## config.mk

```make
export PLATFORM = sky130hd
export DESIGN_NAME = dmem_mmio_responder
export DESIGN_NICKNAME = d
export VERILOG_FILES = /design/src/rtl/dmem_mmio_pkg.sv /design/src/rtl/mmio_timer.sv /design/src/rtl/dmem_mmio_responder.sv
export SDC_FILE = /design/constraint.sdc
export NUM_CORES = 2
export LEC_CHECK = 0
export ABC_AREA = 1
export BUFFER_PORTS_ARGS = -buffer_cell sky130_fd_sc_hd__clkbuf_2
export CAP_MARGIN = 20
export CELL_PAD_IN_SITES_DETAIL_PLACEMENT = 1
export CELL_PAD_IN_SITES_GLOBAL_PLACEMENT = 1
export CORE_MARGIN = 2
export CORE_UTILIZATION = 45
export DETAILED_ROUTE_END_ITERATION = 7
export GPL_ROUTABILITY_DRIVEN = 0
export PLACE_DENSITY_LB_ADDON = 0.1
export SKIP_LAST_GASP = 1
export SYNTH_ARGS = -nofsm -noshare
export SYNTH_HDL_FRONTEND = slang
export SYNTH_SLANG_ARGS = --single-unit
export TNS_END_PERCENT = 5
```

## constraint.sdc

```tcl
create_clock -name clk -period 9.05 [get_ports clk]
set_input_delay 1.3575 -clock clk [delete_from_list [all_inputs] [get_ports clk]]
set_output_delay 1.3575 -clock clk [all_outputs]
set_load 0.03 [all_outputs]
```

## src/rtl/dmem_mmio_pkg.sv

```systemverilog
// Shared definitions for the data-memory / MMIO responder: register offsets,
// TCTRL bit positions and the compare-timer state encoding.
package dmem_mmio_pkg;

    localparam logic [7:0] OFF_LED    = 8'h00;
    localparam logic [7:0] OFF_SW     = 8'h04;
    localparam logic [7:0] OFF_CYCLE  = 8'h08;
    localparam logic [7:0] OFF_TCMP   = 8'h0C;
    localparam logic [7:0] OFF_TCTRL  = 8'h10;
    localparam logic [7:0] OFF_TCNT   = 8'h14;
    localparam logic [7:0] OFF_ERRADR = 8'h18;

    localparam int unsigned TCTRL_EN   = 0;
    localparam int unsigned TCTRL_FLAG = 1;

    typedef enum logic [1:0] {
        IDLE,
        RUN,
        EXPIRED
    } timer_state_t;

endpackage

```

## src/rtl/mmio_timer.sv

```systemverilog
// Compare timer: TCNT counts while enabled, reloads to 0 and raises FLAG when
// it matches TCMP. FLAG is cleared by writing 1 to the TCTRL FLAG bit.
module mmio_timer
    import dmem_mmio_pkg::*;
(
    input  logic        clk,
    input  logic        reset,
    input  logic        tcnt_we,
    input  logic        tcmp_we,
    input  logic        tctrl_we,
    input  logic [31:0] wdata,
    output logic [31:0] tcnt,
    output logic [31:0] tcmp,
    output logic        en,
    output logic        flag
);

    timer_state_t state, state_n;
    logic [31:0]  tcnt_n, tcmp_n;
    logic         en_n, flag_n, expire;

    always_ff @(posedge clk) begin
        if (reset) begin
            state <= IDLE;
            tcnt  <= '0;
            tcmp  <= '0;
            en    <= 1'b0;
            flag  <= 1'b0;
        end else begin
            state <= state_n;
            tcnt  <= tcnt_n;
            tcmp  <= tcmp_n;
            en    <= en_n;
            flag  <= flag_n;
        end
    end

    // Expiry outranks a same-cycle W1C; a TCNT write outranks count/reload.
    always_comb begin
        state_n = state;
        tcnt_n  = tcnt;
        tcmp_n  = tcmp;
        en_n    = en;
        flag_n  = flag;
        expire  = (state != IDLE) && (tcnt == tcmp);

        case (state)
            RUN, EXPIRED: begin
                if (expire) begin
                    tcnt_n  = '0;
                    flag_n  = 1'b1;
                    state_n = EXPIRED;
                end else begin
                    tcnt_n = tcnt + 32'd1;
                end
            end
            default: ;
        endcase

        if (tctrl_we) begin
            en_n = wdata[TCTRL_EN];
            if (wdata[TCTRL_FLAG] && !expire) begin
                flag_n  = 1'b0;
                state_n = RUN;
            end
            if (!en_n) begin
                state_n = IDLE;
            end else if (state == IDLE) begin
                state_n = RUN;
            end
        end

        if (tcnt_we) begin
            tcnt_n = wdata;
        end
        if (tcmp_we) begin
            tcmp_n = wdata;
        end
    end

endmodule

```

## src/rtl/dmem_mmio_responder.sv

```systemverilog
// Data-memory target for the single-cycle MIPS core: word RAM plus an MMIO
// window (LEDs, switches, cycle counter, compare timer). Define ADDR_ERR_EN to
// enable the sticky address-error flag and ERRADR capture register.
module dmem_mmio_responder
    import dmem_mmio_pkg::*;
#(
    parameter int unsigned DEPTH     = 64,
    parameter logic [31:0] MMIO_BASE = 32'hFFFF_FF00,
    parameter int unsigned SW_W      = 16
) (
    input  logic            clk,
    input  logic            reset,
    input  logic            memwrite,
    input  logic [31:0]     dataadr,
    input  logic [31:0]     writedata,
    output logic [31:0]     readdata,
    input  logic [SW_W-1:0] switches,
    output logic [SW_W-1:0] leds,
    output logic            timer_irq,
    output logic            addr_err
);

    localparam int unsigned AW = $clog2(DEPTH);

    logic [31:0]     mem [DEPTH];
    logic            ram_sel, mmio_sel, aligned, ram_we, mmio_we;
    logic [7:0]      off;
    logic [AW-1:0]   idx;
    logic [SW_W-1:0] sw_meta, sw_sync;
    logic [31:0]     cycle, tcnt, tcmp, erradr;
    logic            t_en, t_flag;

    assign ram_sel  = dataadr < 32'(DEPTH * 4);
    assign mmio_sel = dataadr[31:8] == MMIO_BASE[31:8];
    assign aligned  = dataadr[1:0] == 2'b00;
    assign off      = dataadr[7:0];
    assign idx      = dataadr[AW+1:2];
    assign ram_we   = memwrite && aligned && ram_sel;
    assign mmio_we  = memwrite && aligned && mmio_sel;

    // RAM contents are intentionally left out of reset.
    always_ff @(posedge clk) begin
        if (ram_we) begin
            mem[idx] <= writedata;
        end
    end

    always_ff @(posedge clk) begin
        if (reset) begin
            leds    <= '0;
            sw_meta <= '0;
            sw_sync <= '0;
            cycle   <= '0;
        end else begin
            sw_meta <= switches;
            sw_sync <= sw_meta;
            cycle   <= cycle + 32'd1;
            if (mmio_we && off == OFF_LED) begin
                leds <= writedata[SW_W-1:0];
            end
        end
    end

    mmio_timer u_timer (
        .clk      (clk),
        .reset    (reset),
        .tcnt_we  (mmio_we && off == OFF_TCNT),
        .tcmp_we  (mmio_we && off == OFF_TCMP),
        .tctrl_we (mmio_we && off == OFF_TCTRL),
        .wdata    (writedata),
        .tcnt     (tcnt),
        .tcmp     (tcmp),
        .en       (t_en),
        .flag     (t_flag)
    );

    assign timer_irq = t_flag;

`ifdef ADDR_ERR_EN
    logic err_hit, err_clr;

    // Unmapped reads are not errors: the core presents an address every cycle.
    assign err_hit = !aligned || (memwrite && !ram_sel && !mmio_sel);
    assign err_clr = mmio_we && off == OFF_ERRADR;

    always_ff @(posedge clk) begin
        if (reset || err_clr) begin
            addr_err <= 1'b0;
            erradr   <= '0;
        end else if (err_hit && !addr_err) begin
            addr_err <= 1'b1;
            erradr   <= dataadr;
        end
    end
`else
    assign addr_err = 1'b0;
    assign erradr   = '0;
`endif

    // Zero-latency read path required by the single-cycle core.
    always_comb begin
        readdata = '0;
        if (aligned) begin
            if (ram_sel) begin
                readdata = mem[idx];
            end else if (mmio_sel) begin
                case (off)
                    OFF_LED:    readdata = 32'(leds);
                    OFF_SW:     readdata = 32'(sw_sync);
                    OFF_CYCLE:  readdata = cycle;
                    OFF_TCMP:   readdata = tcmp;
                    OFF_TCTRL: begin
                        readdata[TCTRL_EN]   = t_en;
                        readdata[TCTRL_FLAG] = t_flag;
                    end
                    OFF_TCNT:   readdata = tcnt;
                    OFF_ERRADR: readdata = erradr;
                    default:    readdata = '0;
                endcase
            end
        end
    end

endmodule

```

After elaboration in Yosys (flattened, before gate mapping)
Memory sizes are Yosys's and may differ from the RTL's.
Cells that the tools add are included.
{"block": "op_classes", "addsub": 2, "n_lt_le_gt_ge": 1, "n_eq_ne": 9, "muxes": 20, "reduce_logical": 16}
{"op": "32-bit 2-to-1 mux", "count": 6}
{"op": "30-bit one-hot mux with 5 select lines", "count": 1}
{"op": "32-bit by 1-bit adder with 32-bit output (second input constant)", "count": 2}
{"op": "32-bit equality test", "count": 1}
{"op": "32-bit by 9-bit < comparator with 1-bit output (second input constant)", "count": 1}
{"op": "24-bit equality test (second input constant)", "count": 1}
{"op": "8-bit by 4-bit equality test with 1-bit output (second input constant)", "count": 2}
{"op": "8-bit by 5-bit equality test with 1-bit output (second input constant)", "count": 2}
{"op": "2-bit 2-to-1 mux", "count": 6}
{"op": "2-bit one-hot mux with 6 select lines", "count": 1}
{"op": "1-bit logical AND", "count": 9}
{"op": "8-bit by 3-bit equality test with 1-bit output (second input constant)", "count": 1}
{"op": "8-bit logical NOT", "count": 1}
{"op": "1-bit 2-to-1 mux", "count": 6}
{"op": "2-bit logical NOT", "count": 2}
{"op": "2-bit nonzero test", "count": 2}
{"op": "2-bit by 1-bit equality test with 1-bit output (second input constant)", "count": 1}
{"op": "2-bit equality test (second input constant)", "count": 1}
{"op": "2-bit OR reduction", "count": 1}
{"op": "1-bit logical NOT", "count": 1}
{"block": "word_totals", "register_bits": 148, "mem_bits_rw": 2048, "inputBits": 83, "out_inout_bits": 50, "wordCells": 58, "n_memories": 1}
{"name": "mem", "words": 64, "width": 32, "read_ports": 1, "rd_ports_with_merged_regs": 0, "wr": 1, "line_no": "dmem_mmio_responder.sv:25", "text": "logic [31:0] mem [DEPTH];"}

Longest topological paths before layout
{"block": "logic_depth", "depth_word": 8, "depth_mapped": 15, "mapped_depth_nobuf": 13}

Hierarchy
Synthesis repeated with hierarchy kept, for this count alone.
{"block": "unflattened", "cells_unflattened": 9027, "hier_area_um2": 93153.1}
{"mod": "dmem_mmio_responder", "instances": 1, "cells_each": 8353, "area_per_inst_um2": 88846.5}
{"mod": "mmio_timer", "instances": 1, "cells_each": 674, "area_per_inst_um2": 4306.6}

Least setup slack after synthesis
OpenSTA, ideal clock, no wires.
{"block": "synth_path", "path_kind": "input -> output", "from": "input port dataadr[5]", "to": "output port readdata[10]", "arrival_ns": 3.100, "slack_ns": 4.592, "path_stages": 13, "path_buffers": 2, "path_cell_list": "buf_2 > inv_2 > nand2_2 > nor2_4 > inv_2 > nor2_4 > buf_2 > nand2_1 > nand2_1 > nand2_1 > nand2_1 > nand2_1 > a21oi_1"}
{"block": "synth_between", "elab_chain_cells": 5}
{"item": "start, declared", "line_no": "dmem_mmio_responder.sv:14", "text": "input logic [31:0] dataadr,"}
{"item": "branches (longest 3 deep; another with 32-bit by 9-bit < comparator with 1-bit output)"}
{"item": "32-bit 2-to-1 mux (*)", "line_no": "dmem_mmio_responder.sv:104", "text": "if (ram_sel) begin"}
{"item": "32-bit 2-to-1 mux (*)", "line_no": "dmem_mmio_responder.sv:103", "text": "if (aligned) begin"}
{"item": "end, declared", "line_no": "dmem_mmio_responder.sv:16", "text": "output logic [31:0] readdata,"}
Every way passes the cells marked *.

Worst setup path in the final report
{"block": "layout_path", "from": "input port dataadr[3]", "to": "output port readdata[2]"}
Same word-level chain as after synthesis.

==> results.yml <==
logic_synthesis:
  yosysTopAreaCell: "edfxtp_1"
  syn_area_sq_mm: 0.09031
  synthArstFlopShare: 0
  seq_area_frac_synth: 0.7138
  synth_edf_count: 2048
  syn-num-nets: 8547
  syn_inst: 8461
  synthFlopType: "edfxtp_1"
  synth_area_leaders: "edfxtp_1 (68%), nor2_1 (12%), nand2_1 (5.0%), nand3_1 (4.2%), dfxtp_1 (3.3%)"
  yosysWarnings: 0
  ys_ff_latch: 2196
  synth.top_cell.area_share: 0.6810
  yosysUniqueCellTypes: 40
  avgSynthCellArea_sq_um: 10.67
critical_path:
  cp_max_fo: 84
  worst_setup_path_end_kind: "output port"
  worst_path_max_delay_cell: "nand2_8"
  critPathLaunchType: "primary input"
  path_depth: 13
  r2r_end: "u_timer.state[0]"
  critical_path.top_delay_family: "simple AND/OR/NAND/NOR gates"
  r2r_cells: 12
  required_ns: 7.69
  cp_cell_sequence: "buf_4 > clkinv_2 > nand2_8 > buf_4 > nor2_1 > nor2_1 > nand3_1 > nand3_1 > nand2_1 > nor2_1 > nand3_1 > a21oi_1 > clkbuf_2"
  r2r_slack_ns: 6.74
  critPathArrivalTime_ns: 5.68
  timing.critical_path.buf_inv: 4
  r2r-start: "u_timer.tcnt[7]"
  critPathKind: "primary input to output port"
  slowest_delay_ns: 0.80
die:
  start_util: 0.4523
  ioPinCount: 133
  rows: 164
  fp.dieH_um: 452.0
  dieArea_sq_mm: 0.2043
  die_x_um: 452.0
  core_sq_mm: 0.1997
clocking:
  clk_latency_ns: 0.90
  clock_path_buffers: 3
  cts_repair_resize_count: 0
  cts_max_level: 4
  cts.reportedPaths.clkPinSlew_ns: 0.06
  cts_hold_buf: 0
  cts_buffers: 227
  clock-root-buffer: "clkbuf_16"
  postCtsSetupBuffers: 0
  cts_sinks: 2196
  cts_tree: "yes"
global_route:
  use_met1: 0.4400
  grt_pass1_wl_um: 466800
  grt.met2_usage: 0.5072
  grt_overflow_total: 0
  grt_max_degree: 112
  grt_util_met3: 0.04363
  gr-max-usage-layer: "met2"
  grt_pass1_vias: 66090
  antenna_found_initial: 22
  grt_usage: 0.3172
min_path:
  holdPathStages: 2
  hold_path_end: "sw_sync[5]"
  hold_start: "sw_meta[5]"
  min_path_type: "register to register"
detailed_routing:
  drc: 0
  antenna_left: 0
  drt_iter0_drc: 7167
  vias_per_cell: 5.687
  via_count: 65100
  wl_um: 327000
  dr.pass1.iters: 7
  wl_per_cell_um: 28.56
power_and_ir_drop:
  power_frac_seq: 0.521
  pwr-share-clk: 0.423
  swShare: 0.2363
  p_switching_w: 0.005030
  comb_power_share: 0.056
  leakagePower_nw: 37.23
  peakVddDrop_mv: 0.1853
  p_int_w: 0.01625
  power_density_mw_per_mm2: 208.9
sta:
  whs_ns: 0.4047
  fmax_mhz: 142.1
  hold_viol: 0
  fin_skew_ns: 0.02572
  setup_viol: 0
  fin_tns_setup_ns: 0
  final.period_utilization: 0.7775
  slew_violations: 0
  fin_crit_ns: 7.036
  rsz0062_at_grt: "no"
  max_slew_margin: 0.2158
  tightest_slew_ns: 1.176
layout:
  layout-drive-gt1-share: 0.08604
  syn2layout_area_growth_pct: 12.82
  final_cell_mix: "nor2_1 (2847), edfxtp_1 (2048), nand2_1 (1193), nand3_1 (765), inv_1 (498)"
  utilization: 0.5103
  final_common_cell: "nor2_1"
  finalInstanceArea_sq_mm: 0.1019
  nets: 8692
  fill_cells: 21330
place:
  post-dp-hpwl_um: 191300
  portBuffers: 131
  placed_cell_area_sq_mm: 0.09489
run:
  max_cap_violations: 0
status:
  status: "completed"
[per-stage QoR]
| stage | std cells | worst slack (ns) | power, W |
|---|---|---|---|
| floorplan | 8461 | 4.592 | 0.01184 |
| global placement | 11030 | 2.093 | 0.01246 |
| detailed placement | 11030 | 2.044 | 0.01249 |
| CTS | 11440 | 2.037 | 0.02136 |
| global route | 11440 | 2.043 | 0.02181 |
| finish | 11450 | 2.014 | 0.02128 |
[power by group through the flow]
stage / combinational [W] / sequential, W / clock (W)
6_report: 0.00119 / 0.0111 / 0.00900
5_1_grt: 0.00126 / 0.0111 / 0.00945
4_1_cts: 0.00118 / 0.0111 / 0.00909
3_5_place_dp: 0.00117 / 0.0113 / 0
3_3_place_gp: 0.00115 / 0.0113 / 0
2_1_floorplan: 0.000525 / 0.0113 / 0
[cells in the mapped netlist (9+ instances only)]
cell type	n
xor2_1	21
buf_1	44
nand4_1	69
a211oi_1	50
o22ai_1	14
nor3_1	21
a21oi_1	91
dfxtp_1	148
o21ai_0	92
nand2_1	1195
nor2_1	2920
o21bai_1	15
buf_2	164
nand3_1	766
o21ai_1	9
clkbuf_1	193
inv_1	498
edfxtp_1	2048
o211ai_1	19
or2_2	27
xnor2_1	9
[state kept, by name (all words and copies together) (netlist names)]
register       flops
mem             2048
cycle             32
u_timer.tcmp      32
u_timer.tcnt      32
leds              16
sw_meta           16
sw_sync           16
u_timer.state      2
u_timer.en         1
u_timer.flag       1
[cell families (layout without fill, tap and decap cells)]
kind of cell               after synthesis  count (layout)  share of synthesized area
and+or+nand+nor                       5019            5019                     0.2230
DFF                                   2196            2196                     0.7138
buffers and inverters                  913            1239                    0.04042
AOI/OAI and AO/OA                      299             299                    0.01944
xor gates and xnor gates                30              30                   0.002910
adders and majority gates                3               3                  0.0004157
other                                    1               6                 0.00004153
[metal layers]
layer / part of all wire / wire length [um]
met3: 0.077 / 25030
met5: 0.000061 / 20
met2: 0.46 / 151400
met1: 0.42 / 136800
met4: 0.042 / 13720
[final cells by class]
type / count / area [sq um] / share of cell area
clock inverters: 125 / 970.9 / 0.009530
well taps: 2656 / 3323 / 0.03262
diodes: 5 / 12.51 / 0.0001228
clock buffers: 285 / 5982 / 0.05872
inverters: 508 / 1922 / 0.01886
repair buffers: 321 / 2429 / 0.02384
multi-input cells: 5352 / 22780 / 0.2236
flip-flops and latches: 2196 / 64460 / 0.6327
[worst max path at each step]
| stage | to | start | slack (ns) |
|---|---|---|---|
| floorplan | readdata[10] | dataadr[5] | 4.59 |
| global placement | readdata[2] | dataadr[3] | 2.09 |
| detailed placement | readdata[2] | dataadr[3] | 2.04 |
| CTS | readdata[2] | dataadr[3] | 2.04 |
| global route | readdata[2] | dataadr[3] | 2.04 |
| finish | readdata[2] | dataadr[3] | 2.01 |
[worst reg2reg max path: cells and delay by family (launching register included)]
family | cells | cell delay (ns)
AO/OA/AOI/OAI | 2 | 0.33
buffers and inverters | 3 | 0.43
flip-flops | 1 | 0.56
AND/OR/NAND/NOR | 7 | 0.88
Note: power is estimated with default switching activity, not from simulation.
